--- src/rtl/pc_pkg.sv ---
// Shared types for the program-counter sequencer: command encoding and
// the priority decode that picks the single command acting in a cycle.
package pc_pkg;

    typedef enum logic [2:0] {
        OP_HOLD,
        OP_INC,
        OP_BRANCH,
        OP_JUMP,
        OP_CALL,
        OP_RET
    } pc_op_t;

    // ret > call > jump > branch > up; nothing asserted means hold.
    function automatic pc_op_t decode_op(
        input logic ret,
        input logic call,
        input logic jump,
        input logic branch,
        input logic up
    );
        if (ret)         return OP_RET;
        else if (call)   return OP_CALL;
        else if (jump)   return OP_JUMP;
        else if (branch) return OP_BRANCH;
        else if (up)     return OP_INC;
        else             return OP_HOLD;
    endfunction

endpackage

--- src/rtl/return_stack.sv ---
// LIFO of return addresses. Only the occupancy count is reset; entry
// contents are don't-care until pushed.
module return_stack #(
    parameter int AW    = 7,
    parameter int DEPTH = 4,
    localparam int CW   = $clog2(DEPTH + 1)
) (
    input  logic          clk,
    input  logic          clear,
    input  logic          push,
    input  logic          pop,
    input  logic [AW-1:0] push_data,
    output logic [AW-1:0] top,
    output logic [CW-1:0] count
);

    localparam int IW = (DEPTH > 1) ? $clog2(DEPTH) : 1;

    logic [AW-1:0] mem [DEPTH];
    logic [IW-1:0] top_idx;
    logic          do_push;
    logic          do_pop;

    assign do_push = push && (count != CW'(DEPTH));
    assign do_pop  = pop && (count != '0);
    assign top_idx = IW'(count - CW'(1));
    assign top     = mem[top_idx];

    always_ff @(posedge clk or posedge clear) begin
        if (clear) begin
            count <= '0;
        end else if (do_push) begin
            count <= count + CW'(1);
        end else if (do_pop) begin
            count <= count - CW'(1);
        end
    end

    always_ff @(posedge clk) begin
        if (do_push) begin
            mem[IW'(count)] <= push_data;
        end
    end

endmodule

--- src/rtl/pc_sequencer.sv ---
// Instruction-fetch program counter: increment, absolute jump, relative
// branch, call/return via return_stack, with wrap or halt-at-end policy.
module pc_sequencer
    import pc_pkg::*;
#(
    parameter int AW         = 7,
    parameter int DEPTH      = 4,
    parameter int WRAP       = 1,
    parameter int LAST_ADDR  = 2**AW - 1,
    parameter int RESET_ADDR = 0,
    parameter int OW         = 5,
    localparam int CW        = $clog2(DEPTH + 1)
) (
    input  logic          clk,
    input  logic          clear,
    input  logic          up,
    input  logic          jump,
    input  logic [AW-1:0] jump_addr,
    input  logic          branch,
    input  logic [OW-1:0] branch_off,
    input  logic          call,
    input  logic          ret,
    output logic [AW-1:0] address,
    output logic [CW-1:0] stack_count,
    output logic          stack_full,
    output logic          stack_empty,
    output logic          halted,
    output logic          err
);

    localparam logic [AW-1:0] LAST  = AW'(LAST_ADDR);
    localparam logic [AW-1:0] START = AW'(RESET_ADDR);

    pc_op_t        op;
    logic [AW-1:0] incr;
    logic [AW-1:0] top;
    logic [AW:0]   target;
    logic          branch_bad;
    logic          push;
    logic          pop;

    assign op          = decode_op(ret, call, jump, branch, up);
    assign incr        = address + AW'(1);
    assign stack_full  = (stack_count == CW'(DEPTH));
    assign stack_empty = (stack_count == '0);
    assign push        = (op == OP_CALL) && !stack_full;
    assign pop         = (op == OP_RET) && !stack_empty;

    // One extra bit so a negative result or overshoot past the top shows up in target[AW].
    assign target     = {1'b0, address} + {{(AW + 1 - OW){branch_off[OW-1]}}, branch_off};
    assign branch_bad = (WRAP == 0) && (target[AW] || (target[AW-1:0] > LAST));

    return_stack #(
        .AW    (AW),
        .DEPTH (DEPTH)
    ) u_stack (
        .clk       (clk),
        .clear     (clear),
        .push      (push),
        .pop       (pop),
        .push_data (incr),
        .top       (top),
        .count     (stack_count)
    );

    always_ff @(posedge clk or posedge clear) begin
        if (clear) begin
            address <= START;
            halted  <= 1'b0;
            err     <= 1'b0;
        end else begin
            case (op)
                OP_INC: begin
                    if (!halted) begin
                        if ((WRAP == 0) && (address == LAST)) begin
                            halted <= 1'b1;
                        end else begin
                            address <= incr;
                        end
                    end
                end
                OP_JUMP: begin
                    address <= jump_addr;
                    halted  <= 1'b0;
                end
                OP_BRANCH: begin
                    if (branch_bad) begin
                        err <= 1'b1;
                    end else begin
                        address <= target[AW-1:0];
                        halted  <= 1'b0;
                    end
                end
                OP_CALL: begin
                    if (stack_full) begin
                        err <= 1'b1;
                    end else begin
                        address <= jump_addr;
                        halted  <= 1'b0;
                    end
                end
                OP_RET: begin
                    if (stack_empty) begin
                        err <= 1'b1;
                    end else begin
                        address <= top;
                        halted  <= 1'b0;
                    end
                end
                default: ;
            endcase
        end
    end

endmodule

--- config.mk ---
export PLATFORM = sky130hd
export DESIGN_NAME = pc_sequencer
export DESIGN_NICKNAME = d
export VERILOG_FILES = /design/src/rtl/pc_pkg.sv /design/src/rtl/return_stack.sv /design/src/rtl/pc_sequencer.sv
export SDC_FILE = /design/constraint.sdc
export NUM_CORES = 1
export LEC_CHECK = 0
export ABC_AREA = 1
export ABC_CLOCK_PERIOD_IN_PS = 2330
export BUFFER_PORTS_ARGS = -buffer_cell sky130_fd_sc_hd__buf_2
export CAP_MARGIN = 20
export CORE_UTILIZATION = 50
export CTS_CLUSTER_SIZE = 30
export DETAILED_ROUTE_END_ITERATION = 8
export GPL_ROUTABILITY_DRIVEN = 0
export GPL_TIMING_DRIVEN = 1
export HOLD_SLACK_MARGIN = 0.03
export PLACE_DENSITY_LB_ADDON = 0.05
export RECOVER_POWER = 25
export SLEW_MARGIN = 5
export SYNTH_ARGS = -nofsm -noshare
export SYNTH_HDL_FRONTEND = slang
export SYNTH_SLANG_ARGS = --single-unit
--- constraint.sdc ---
create_clock -name clk -period 2.33 [get_ports clk]
set_input_delay 0.699 -clock clk [delete_from_list [all_inputs] [get_ports clk]]
set_output_delay 0.699 -clock clk [all_outputs]
set_load 0.02 [all_outputs]
## Word-level counts from Yosys, hierarchy flattened

Memories as Yosys holds them, arrays and structs flattened.
Cells that the tools add are included.

| storage, ports and cells | value |
|---|---|
| latch bits | 0 |
| output and inout bits | 14 |
| memory bits (writable) | 28 |
| memory bits (read-only) | 0 |
| logic and storage cells | 56 |
| input port bits | 19 |
| register bits | 12 |
| memories | 1 |

| operators by class | value |
|---|---|
| mux-type cells | 19 |
| eq/ne operators | 12 |
| div/mod/pow operators | 0 |
| reductions and logical operators | 16 |
| add/sub/neg operators | 4 |
| shift-type cells | 0 |
| multipliers | 0 |
| bitwise gates (word level) | 0 |
| order comparisons | 0 |

Memories:

| memory | words | bits a word | rd ports | clocked after Yosys merged registers in | write ports | RTL line | RTL |
|---|---|---|---|---|---|---|---|
| u_stack.mem | 4 | 7 | 1 | 0 | 1 | return_stack.sv:19 | `logic [AW-1:0] mem [DEPTH];` |

Operator list:

| cell | count |
|---|---|
| one-hot mux 7 bit (5 select lines) | 1 |
| 2-to-1 mux 7 bit | 3 |
| 2-to-1 mux 3 bit | 4 |
| inequality test 2 bit (second input constant) | 5 |
| == test 3 bit (second input constant) | 3 |
| adder 7 x 1 -> 7 bit (second input constant) | 1 |
| adder 7 bit | 1 |
| 2-to-1 mux 1 bit | 7 |
| == test 3 x 2 -> 1 bit (second input constant) | 2 |
| AND reduction 3 bit | 2 |
| nonzero test 3 bit | 2 |
| nonzero test 5 bit | 1 |
| logical AND 1 bit | 4 |
| 2-to-1 mux 2 bit | 2 |
| AND reduction 4 bit | 1 |
| nonzero test 2 bit | 2 |
| adder 3 x 1 -> 3 bit (second input constant) | 1 |
| == test 3 x 1 -> 1 bit (second input constant) | 1 |
| logical NOT 3 bit | 1 |
| inequality test 3 bit (second input constant) | 1 |
| one-hot mux 1 bit (3 select lines) | 1 |
| subtractor 3 x 1 -> 3 bit (second input constant) | 1 |
| logical NOT 1 bit | 2 |
| one-hot mux 1 bit (2 select lines) | 1 |
| OR reduction 2 bit | 1 |

## Logic depth before layout (Yosys ltp)

| logic depth | value |
|---|---|
| depth after elaboration | 10 |
| mapped depth | 14 |
| gate-level depth less buffers | 13 |

## By module

A second synthesis with hierarchy kept.

| unflattened totals | value |
|---|---|
| cell total of the unflattened synthesis | 302 |
| area, all modules | 2493.6 um2 |

By module, submodules not included:

| module | seq. area each (um2) | cells each | instances | area an instance (um2) |
|---|---|---|---|---|
| return_stack | 915.9 | 129 | 1 | 1412.6 |
| pc_sequencer | 200.2 | 173 | 1 | 1081.0 |

## Worst setup path after synthesis

Ideal clock, no wire load.

| path | value |
|---|---|
| path kind | reg-to-reg |
| start point | register u_stack.count[0] |
| end point | memory u_stack.mem[1][0], enable pin |
| cell stages (with the launch flop) | 9 |
| library setup time | 0.360 ns |
| path buffers | 2 |
| required time | 1.970 ns |
| data arrival time | 2.008 ns |
| setup slack | -0.038 ns |
| clock period less this slack | 2.368 ns |
| cell sequence | dfrtp_1 -> clkbuf_2 -> inv_2 -> buf_2 -> ha_1 -> ha_1 -> nor2_1 -> nand2_2 -> nor2_1 |

| on the way | value |
|---|---|
| cells in the longest elaborated chain, start to end | 6 |
| elaborated cells on any way between the ends | 7 |
| classes of those cells | eq/ne (2); mux (2); reduce/logical (3) |

RTL lines:

| what | RTL line | RTL |
|---|---|---|
| start: declaration | return_stack.sv:14 | `output logic [CW-1:0] count` |
| start signal: assignment | return_stack.sv:33 | `count <= count + CW'(1);` |
| start signal: assignment | return_stack.sv:35 | `count <= count - CW'(1);` |
| == test 3 bit | pc_sequencer.sv:44 | `assign stack_full = (stack_count == CW'(DEPTH));` |
| named net stack_full | pc_sequencer.sv:25 | `output logic stack_full,` |
| logical NOT 1 bit | pc_sequencer.sv:46 | `assign push = (op == OP_CALL) && !stack_full;` |
| logical AND 1 bit | pc_sequencer.sv:46 |  |
| logical AND 1 bit | return_stack.sv:24 | `assign do_push = push && (count != CW'(DEPTH));` |
| 2-to-1 mux 1 bit | return_stack.sv:40 | `if (do_push) begin` |
| 2-to-1 mux 1 bit (not written as such) | return_stack.sv:41 | `mem[IW'(count)] <= push_data;` |
| end: declaration | return_stack.sv:19 |  |

The timed path passes the listed nets, and every way through them passes these cells.

## Final worst setup path

| path | value |
|---|---|
| start point | register u_stack.count[1] |
| end point | output port stack_empty |

| on the way | value |
|---|---|
| cells in the longest elaborated chain, start to end | 1 |

RTL lines:

| what | RTL line | RTL |
|---|---|---|
| logical NOT 3 bit | pc_sequencer.sv:45 | `assign stack_empty = (stack_count == '0);` |
| end: declaration | pc_sequencer.sv:26 | `output logic stack_empty,` |

Every way passes these cells.

==> impl_metrics.yaml <==
clocking:
  tritoncts: "yes"
  clock_path_buffers: 2
  cts-root-buf: "clkbuf_8"
  cts_buffers: 5
  htree_num_levels: 2
  clkSlewWorstSetupHoldPaths_ns: 0.07
  postCtsSetupBuffers: 0
  cts-hold-fix-buffers: 0
  post_cts_resized: 0
  clock_latency_ns: 0.28
  cts_sinks: 39
finish:
  final_common_cell: "nand2_1"
  syn_to_final_growth_pct: 13.4
  fill_cells: 411
  drive_gt1_share_pct: 20.0
  nNetsFinal: 342
  final_cell_mix: "90 x nand2_1, 31 x nand3_1, 31 x buf_2"
  diodes: 0
power:
  vdd_drop_max_v: 0.000469
  p_sw_w: 0.00139
  p_leak_nw: 1.28
  seq_power_share_pct: 35.2
  clockPowerShare_pct: 13.4
  power_frac_comb_pct: 51.4
  p_per_area_mw_per_mm2: 1210
  internal_power_w: 0.00179
  p_sw_share_pct: 43.7
  power.total_w: 0.00318
route:
  routed_via_density: 4.92
  drt_iter0_drc: 140
  vias: 1782
  drc: 0
  wire_per_inst_um: 13.1
  drtPass1Iterations: 4
  totalWireLength_um: 4740
  ant_nets: 0
synthesis:
  postSynthNetCount: 303
  synthFlopType: "edfxtp_1"
  ys_types: 31
  synth_area_per_cell_um2: 8.57
  ys_seq_area_share_pct: 48.2
  netlist_area_mm2: 0.00231
  synth-edff-count: 28
  ys_warn_count: 0
  ys_ff_latch: 39
  async_flop_share_pct: 28.2
  syn_inst: 270
worst_setup_path:
  path_buf_inv: 2
  path_cells: "inv_1, ha_1, ha_1, buf_2"
  arrival_ns: 1.38
  worst-setup-path-type: "flop to output port"
  slowest_delay_ns: 0.41
  startpoint_type: "flop"
  path_max_fanout: 4
  end_kind: "output port"
  crit_slowest_cell: "dfrtp_1"
  path_common_cell: "ha_1"
  cpLargestDelayFamily: "adder cells"
  cp.required_ns: 1.63
  reg2reg_from: "u_stack.count[1]$_DFFE_PP0P_"
  crit_start: "u_stack.count[1]$_DFFE_PP0P_"
run:
  maxCapViolCount: 0
die:
  rows: 24
  chipHeight_um: 70.0
  die_w_um: 70.0
  core_area_mm2: 0.00441
  initial_core_util_pct: 52.4
  die_area_mm2: 0.00490
  ioPinCount: 33
timing:
  min_period_over_period_pct: 89.3
  finalMaxSlewViolations: 0
  finalCriticalPeriod_ns: 2.08
  hold_violations: 0
  fmax_mhz: 480
  rsz0062_at_grt: "no"
  skew_ns: 0.00423
  setup_viol_count_final: 0
  fin_setup_tns_ns: 0
placement:
  io_buffers: 31
  hpwl_um: 3640
grt:
  antenna_found_initial: 0
  grt_pass1_vias: 1691
  grt_max_degree: 19
  overflow: 0
  grt_pass1_wl_um: 8200
  grt.total_usage_pct: 21.7
status:
  status: "complete, no violations"
worst_hold_path:
  hold_class: "input pin to asynchronous set/reset pin"
## per-stage QoR
step	setup WS, ns	instances	area, um^2	hold WS (ns)	utilization [%]
global route	0.153	362	2620	0.434	59.4
floorplan	-0.0379	270	2310	0.551	-
finish	0.248	362	2620	0.402	59.4
CTS	0.230	362	2630	0.409	59.5
global placement	0.239	354	2550	0.444	57.7
detailed placement	0.206	354	2550	0.447	57.7
## power by group through the flow
stage / combinational (W) / sequential [W] / clock, W
after floorplan: 0.00108 / 0.00122 / 0
after global placement: 0.00164 / 0.00113 / 0
after detailed placement: 0.00166 / 0.00113 / 0
after CTS: 0.00167 / 0.00112 / 0.000439
after global routing: 0.00187 / 0.00115 / 0.000466
final: 0.00163 / 0.00112 / 0.000427
## cells in the mapped netlist, types with 2 or more instances
cell | count | area [um^2]
nand2_1 | 90 | 338
nand3_1 | 31 | 155
edfxtp_1 | 28 | 841
inv_1 | 28 | 105
nor2_1 | 20 | 75.1
ha_1 | 13 | 163
dfrtp_1 | 11 | 275
inv_2 | 4 | 15.0
nand2_2 | 4 | 25.0
nand4_1 | 4 | 25.0
o21ai_0 | 4 | 20.0
buf_2 | 3 | 15.0
o21ai_2 | 3 | 26.3
xnor2_1 | 3 | 26.3
a21oi_1 | 2 | 10.0
nand3b_1 | 2 | 15.0
nor2_2 | 2 | 12.5
o21ai_1 | 2 | 10.0
or2_2 | 2 | 12.5
or2_4 | 2 | 17.5
xor2_1 | 2 | 17.5
## area by class of cell
cell class	count	area, um^2	area share [%]
flip-flops and latches	39	1120	42.5
multi-input cells	192	1030	39.2
repair buffers	38	204	7.77
inverters	33	131	5.01
clock buffers	8	80.1	3.05
well taps	52	65.1	2.48
## sequential cells by signal (all words and copies together), names as in the netlist
name	flops
address	7
err	1
u_stack.mem	28
u_stack.count	3
## cell families (layout without fill, tap and decap cells)
logic type               count (synthesis)  after routing  share of synthesized area, %
AND/OR/NAND/NOR                        159            159                          30.8
flip-flops                              39             39                          48.2
buffers and inverters                   39             79                          7.35
adder cells (fa/ha/maj)                 14             14                          7.90
AO/OA/AOI/OAI                           13             13                          3.62
XOR/XNOR                                 5              5                          1.89
other                                    1              1                         0.162
## layer usage
layer	GRT usage, %	wire length (um)	vias to the layer above
met3	2.60	199	5
met2	34.9	2230	33
met1	30.7	2260	796
li1	-	-	948
met4	6.67	52	0
met5	0	0	-
## final timing paths
check | endpoint | slack (ns) | depth (start not counted)
worst max register to register | u_stack.mem[3][6]$_DFFE_PP_ | 0.40 | 8
worst min register to register | err$_DFFE_PP0P_ | 0.46 | 2
worst min-delay path | u_stack.count[2]$_DFFE_PP0P_ | 0.40 | 2
min in group clk | err$_DFFE_PP0P_ | 0.46 | 2
max in group asynchronous | address[5]$_DFFE_PP0P_ | 1.62 | 2
worst max-delay path | stack_empty | 0.25 | 4
(Power assumes the default switching activity.)
